==> src/rtl/key_debounce_scan_pkg.sv <==
// rtl/key_debounce_scan_pkg.sv - shared sizes, default timing and repeat constants for key_debounce_scan
package key_debounce_scan_pkg;

  localparam int KEY_NUM            = 9;
  localparam int KEY_CODE_W         = 4;
  localparam int TICK_CYCLES_DEF    = 24000;
  localparam int DEBOUNCE_TICKS_DEF = 10;
  localparam int REPEAT_DELAY_TICKS = 500;
  localparam int REPEAT_RATE_TICKS  = 100;
  localparam int REPEAT_CNT_W       = 9;

  // Priority encoder: lowest set bit wins when several keys are accepted together.
  function automatic logic [KEY_CODE_W-1:0] lowest_index(input logic [KEY_NUM-1:0] v);
    lowest_index = '0;
    for (int i = KEY_NUM - 1; i >= 0; i--) begin
      if (v[i]) lowest_index = KEY_CODE_W'(i);
    end
  endfunction

endpackage

==> src/rtl/key_debounce_scan_debounce_cell.sv <==
// rtl/key_debounce_scan_debounce_cell.sv - 2-flop synchroniser plus tick-based stable/counter debounce for one input
module debounce_cell #(
  parameter int DEBOUNCE_TICKS = 10,
  parameter bit ACTIVE_LOW     = 1'b0
) (
  input  logic CLK,
  input  logic RESET,
  input  logic raw,
  input  logic tick,
  output logic level,
  output logic accept
);

  localparam int CW = $clog2(DEBOUNCE_TICKS + 1);

  logic          sync_q1;
  logic          sync_q2;
  logic          norm;
  logic [CW-1:0] cnt;

  // Synchroniser resets to the released pin level so reset never looks like a press.
  always_ff @(posedge CLK or negedge RESET) begin
    if (!RESET) begin
      sync_q1 <= ACTIVE_LOW;
      sync_q2 <= ACTIVE_LOW;
    end else begin
      sync_q1 <= raw;
      sync_q2 <= sync_q1;
    end
  end

  assign norm   = sync_q2 ^ ACTIVE_LOW;
  assign accept = tick && (norm != level) && (cnt == CW'(DEBOUNCE_TICKS - 1));

  always_ff @(posedge CLK or negedge RESET) begin
    if (!RESET) begin
      level <= 1'b0;
      cnt   <= '0;
    end else if (norm == level) begin
      cnt <= '0;
    end else if (accept) begin
      level <= ~level;
      cnt   <= '0;
    end else if (tick && (cnt != CW'(DEBOUNCE_TICKS))) begin
      cnt <= cnt + 1'b1;
    end
  end

endmodule

==> src/rtl/key_debounce_scan.sv <==
// rtl/key_debounce_scan.sv - debounces 9 keys and the mode switch, emits press pulses and key code
// Optional auto-repeat of held keys is enabled by defining KEY_REPEAT_EN.
module key_debounce_scan
  import key_debounce_scan_pkg::*;
#(
  parameter int N_KEYS         = KEY_NUM,
  parameter int TICK_CYCLES    = TICK_CYCLES_DEF,
  parameter int DEBOUNCE_TICKS = DEBOUNCE_TICKS_DEF,
  parameter int KEY_ACTIVE_LOW = 1
) (
  input  logic                  CLK,
  input  logic                  RESET,
  input  logic [N_KEYS-1:0]     KEY_RAW,
  input  logic                  MODE_RAW,
  output logic [N_KEYS-1:0]     KEY_LEVEL,
  output logic [N_KEYS-1:0]     KEY_PRESS,
  output logic [KEY_CODE_W-1:0] KEY_CODE,
  output logic                  KEY_STB,
  output logic                  MODE_LEVEL,
  output logic                  MODE_CHG
);

  localparam int TW = (TICK_CYCLES > 1) ? $clog2(TICK_CYCLES) : 1;

  logic [TW-1:0]     tick_cnt;
  logic              tick;
  logic [N_KEYS-1:0] key_accept;
  logic [N_KEYS-1:0] repeat_fire;
  logic [N_KEYS-1:0] press_next;
  logic              mode_accept;

  assign tick = (tick_cnt == TW'(TICK_CYCLES - 1));

  always_ff @(posedge CLK or negedge RESET) begin
    if (!RESET) tick_cnt <= '0;
    else        tick_cnt <= tick ? '0 : tick_cnt + 1'b1;
  end

  for (genvar g = 0; g < N_KEYS; g++) begin : g_key
    debounce_cell #(
      .DEBOUNCE_TICKS(DEBOUNCE_TICKS),
      .ACTIVE_LOW    (KEY_ACTIVE_LOW != 0)
    ) u_cell (
      .CLK   (CLK),
      .RESET (RESET),
      .raw   (KEY_RAW[g]),
      .tick  (tick),
      .level (KEY_LEVEL[g]),
      .accept(key_accept[g])
    );

`ifdef KEY_REPEAT_EN
    // Counts ticks while held; after the first repeat it is rewound so later repeats are REPEAT_RATE apart.
    logic [REPEAT_CNT_W-1:0] rep_cnt;

    assign repeat_fire[g] = KEY_LEVEL[g] && tick &&
                            (rep_cnt == REPEAT_CNT_W'(REPEAT_DELAY_TICKS - 1));

    always_ff @(posedge CLK or negedge RESET) begin
      if (!RESET)             rep_cnt <= '0;
      else if (!KEY_LEVEL[g]) rep_cnt <= '0;
      else if (tick)          rep_cnt <= repeat_fire[g] ?
                                         REPEAT_CNT_W'(REPEAT_DELAY_TICKS - REPEAT_RATE_TICKS) :
                                         rep_cnt + 1'b1;
    end
`else
    assign repeat_fire[g] = 1'b0;
`endif
  end

  debounce_cell #(
    .DEBOUNCE_TICKS(DEBOUNCE_TICKS),
    .ACTIVE_LOW    (1'b0)
  ) u_mode_cell (
    .CLK   (CLK),
    .RESET (RESET),
    .raw   (MODE_RAW),
    .tick  (tick),
    .level (MODE_LEVEL),
    .accept(mode_accept)
  );

  // Only 0->1 acceptances count as presses; releases are silent.
  assign press_next = (key_accept & ~KEY_LEVEL) | repeat_fire;

  always_ff @(posedge CLK or negedge RESET) begin
    if (!RESET) begin
      KEY_PRESS <= '0;
      KEY_STB   <= 1'b0;
      KEY_CODE  <= '0;
      MODE_CHG  <= 1'b0;
    end else begin
      KEY_PRESS <= press_next;
      KEY_STB   <= |press_next;
      if (|press_next) KEY_CODE <= lowest_index(press_next);
      MODE_CHG  <= mode_accept;
    end
  end

endmodule

==> config.mk <==
export PLATFORM = sky130hd
export DESIGN_NAME = key_debounce_scan
export DESIGN_NICKNAME = d
export VERILOG_FILES = /design/src/rtl/key_debounce_scan_pkg.sv /design/src/rtl/key_debounce_scan_debounce_cell.sv /design/src/rtl/key_debounce_scan.sv
export SDC_FILE = /design/constraint.sdc
export NUM_CORES = 1
export LEC_CHECK = 0
export CAP_MARGIN = 20
export CORE_UTILIZATION = 55
export CTS_CLUSTER_DIAMETER = 200
export DETAILED_ROUTE_END_ITERATION = 6
export GPL_TIMING_DRIVEN = 0
export PLACE_DENSITY = 0.76
export SLEW_MARGIN = 20
export SYNTH_ARGS = -nofsm -noshare
export SYNTH_HDL_FRONTEND = slang
export SYNTH_SLANG_ARGS = --single-unit
==> constraint.sdc <==
create_clock -name CLK -period 2.4 [get_ports CLK]
set_input_delay 0.48 -clock CLK [delete_from_list [all_inputs] [get_ports CLK]]
set_output_delay 0.48 -clock CLK [all_outputs]
set_load 0.1 [all_outputs]
==> key figures <==
Run status
  • Status: finished clean

Worst setup path
  • Worst reg2reg path depth: 7
  • R2R Path End: KEY_CODE[1]$_DFFE_PN0P_
  • Cell family with most CP delay: buffers and inverters
  • Crit Path Max Fanout: 2
  • CP Depth: 1
  • Worst setup path startpoint: KEY_CODE[2]$_DFFE_PN0P_
  • Startpoint Class: flip-flop
  • Critical Path Sink Type: output port
  • Critical path buffers and inverters: 1
  • Critical path data required time: 1.92 ns
  • Slowest CP cell: clkdlybuf4s50_1
  • R2r startpoint: g_key[1].u_cell.cnt[1]$_DFFE_PN0P_
  • CP Cell Sequence: clkdlybuf4s50_1
  • Reg2Reg Setup Slack: 0.24 ns
  • Crit path capture: KEY_CODE[2]
  • Worst path arrival time: 1.88 ns
  • CP peak stage delay: 1.14 ns
  • Crit path kind: flip-flop to output port

Synthesis
  • Yosys cell types: 45
  • Top cell type's share of synthesized area: 41.9%
  • Main area contributors after synthesis: dfrtp_1 (42%), dfstp_2 (9.7%), ha_1 (7.9%)
  • Post-synth EDFFs: 0
  • Synth Warn #: 0
  • Count leader, synth: dfrtp_1
  • Synth Area in Adders: 7.91%
  • Post-Synth XOR/XNOR Area: 8.40%
  • Synthesized flop and latch total: 100
  • Compound-Gate Fraction of Synth Area: 7.30%
  • Main combinational cell family by area after synthesis: simple AND/OR/NAND/NOR gates
  • FFs w/ async S/R, synth: 100%
  • Cell taking the most area after synthesis: dfrtp_1
  • Simple-Gate Fraction of Synth Area: 19.4%
  • Register area share after synthesis: 51.5%
  • Mean cell area of the mapped netlist: 10.7 µm²
  • Cell Area, Synth: 0.00490 mm²
  • Most used DFF post-synth: dfrtp_1
  • Syn Inst Count: 457
  • Post-Syn Nets: 500
  • Commonest cells in the netlist: dfrtp_1 (82), nor2_1 (55), nand3_1 (34)
  • Mux cell area share after synthesis: 0%

GRT
  • GR Util met1: 29.7%
  • Antenna violations before repair: 0
  • Largest net degree at the start of global routing: 54
  • Global-route met2 utilization: 38.2%
  • Most utilized layer in the global route result: met2
  • Global Route met3 Usage: 5.16%
  • Number of global-route vias before repair: 3,440
  • All-layer global routing usage: 23.2%
  • First-pass GRT wire length: 16,100 µm
  • Congestion Overflow GR: 0

Timing
  • Slew Limit Fails: 0
  • Post-route setup slack: 0.0414 ns
  • Worst Tran Pin Value: 0.971 ns
  • Final Hold Violating Endpoints: 0
  • Final Setup Violations: 0
  • Fmax: 0.424 GHz
  • Max Clock Skew: 0.0136 ns
  • Final Critical Period: 2.36 ns
  • Final worst-path cycle share: 98.3%
  • Unrepaired setup endpoints after global routing: no
  • Max-slew headroom: 35.0%

Die
  • Ports: 37
  • # rows: 34
  • Die width: 96.4 µm
  • Die area: 0.00929 mm²
  • Chip Height: 96.4 µm
  • Core box area: 0.00868 mm²
  • Initial core utilization: 56.5%

Drt
  • Vias/cell: 5.60
  • Drt pass-1 iters: 4
  • Wire per inst: 15.8 µm
  • DRT iter0 DRCs: 146
  • DRC viols: 0
  • DRT Wirelength: 9760 µm
  • Post-route ant nets: 0
  • Vias: 3,458

Clock tree
  • Worst-path clk slew: 0.09 ns
  • CTS H-tree depth: 3
  • CTS Buf Count: 9
  • Clock sink count: 100
  • Maximum clock insertion buffer count: 2
  • CTS Hold Bufs: 0
  • Clk_lat worst skew: 0.36 ns
  • CTS tree: built
  • CTS root buf: clkbuf_8

Hold path
  • Hold Path Class: input port to async pin

Placement
  • Placement Setup Slack: 0.262 ns
  • Post-DP Area: 0.00543 mm²
  • Final GP Congestion: 0.815
  • Hpwl dp: 6730 µm
  • Buffers on Ports: 36

Pwr
  • Internal power consumption: 2.25 mW
  • Clock power share: 37.2%
  • Seq pwr share: 60.1%
  • Net switching share of the total power: 21.5%
  • Power Density: 511 mW/mm²
  • P_leak: 2.59 nW
  • Max VDD drop: 0.258 mV
  • NetSw: 0.616 mW
  • Comb power frac: 2.6%

Final layout
  • Final Cell Area: 0.00561 mm²
  • NumNets Final: 548
  • Area growth syn-to-layout: 14.5%
  • FILL cells: 718
  • Layout cells sized above 1: 13.3%
  • Ant diodes: 0

Job
  • Maxcap violations: 0
-- stage by stage --
stage	hold WS [ns]	util (%)	cells	total power, mW	setup TNS [ns]
after global routing	0.0609	64.7	618	2.97	0
after CTS	0.0342	64.6	618	2.90	0
after detailed placement	0.337	62.5	602	1.83	0
after global placement	0.335	62.2	601	1.83	-259.86
final	0.0439	64.7	618	2.87	0
after floorplan	0.184	-	457	1.77	0
-- repair_timing --
action	in CTS	in global routing
gates resized for setup	10	2
hold endpoints to repair	0	0
buffers inserted	0	0
endpoints found under the setup margin	10	2
-- how the worst min path moves through the flow --
stage,depth (start not counted),to,slack [ns],startpoint
finish,1,KEY_PRESS[8]$_DFF_PN0_,0.04,RESET
floorplan,0,KEY_CODE[0]$_DFFE_PN0P_,0.18,RESET
global placement,0,u_mode_cell.norm$_DFF_PN0_,0.33,u_mode_cell.sync_q1$_DFF_PN0_
global route,1,g_key[4].u_cell.level$_DFFE_PN0P_,0.06,RESET
detailed placement,0,u_mode_cell.norm$_DFF_PN0_,0.34,u_mode_cell.sync_q1$_DFF_PN0_
CTS,1,g_key[4].u_cell.cnt[2]$_DFFE_PN0P_,0.03,RESET
-- power by group through the flow --
| stage | Sequential (mW) | Clock [mW] | Combinational [mW] |
|---|---|---|---|
| after floorplan | 1.75 | 0 | 0.0165 |
| after CTS | 1.72 | 1.10 | 0.0786 |
| final | 1.72 | 1.07 | 0.0757 |
| after global placement | 1.75 | 0 | 0.0713 |
| after global routing | 1.73 | 1.16 | 0.0867 |
| after detailed placement | 1.75 | 0 | 0.0781 |
-- cell usage in the layout, fill, tap and decap left out, drive strengths merged, types with 2 or more instances in the layout --
cell type | Yosys | layout
a21oi | 11 | 11
clkdlybuf4s50 | 0 | 23
dlymetal6s2s | 0 | 2
or3 | 2 | 2
nor2 | 55 | 55
a22oi | 2 | 2
dfrtp | 82 | 82
and3b | 4 | 4
nand3b | 10 | 10
clkinvlp | 0 | 2
nand3 | 36 | 36
clkbuf | 0 | 12
a311oi | 8 | 8
and2 | 10 | 10
and3 | 13 | 13
dfstp | 18 | 18
xnor2 | 21 | 21
nand4 | 15 | 15
nand2 | 22 | 22
buf | 22 | 24
or2 | 2 | 2
o21ai | 20 | 20
xor2 | 26 | 26
inv | 22 | 22
nor2b | 4 | 4
dlygate4sd2 | 0 | 10
ha | 31 | 31
nor3 | 6 | 6
o31ai | 4 | 4
-- registers in the layout (all words and copies together), names as in the netlist --
| name | cells |
|---|---|
| KEY_STB | 1 |
| g_key.u_cell.sync_q2 | 9 |
| g_key.u_cell.level | 9 |
| KEY_PRESS | 9 |
| tick_cnt | 15 |
| u_mode_cell.sync_q1 | 1 |
| g_key.u_cell.cnt | 36 |
| g_key.u_cell.sync_q1 | 9 |
| KEY_CODE | 4 |
| u_mode_cell.level | 1 |
| u_mode_cell.norm | 1 |
| u_mode_cell.cnt | 4 |
| MODE_CHG | 1 |
-- cells by family after synthesis --
kind of cell             Yosys count
XOR/XNOR                          47
AND/OR/NAND/NOR                  182
adder cells (fa/ha/maj)           31
buffers and inverters             44
flip-flops                       100
AO/OA/AOI/OAI                     53
-- per-layer routing --
layer | part of all wire (%) | vias to the layer above
li1 | - | 1638
met1 | 45 | 1739
met2 | 50 | 67
met3 | 4.2 | 14
met4 | 1.4 | 0
met5 | 0 | -
-- area by class of cell --
class                           count  area, µm²  area share [%]
Sequential cell                   100       2520            45.0
Multi-Input combinational cell    313       2110            37.6
Timing Repair Buffer               37        382            6.80
Buffer                             22        184            3.28
Clock buffer                       12        145            2.59
Tap cell                          108        135            2.41
Inverter                           22       82.6            1.47
Clock inverter                      4       50.0           0.892
No activity file was read; power rests on OpenSTA's default activity.
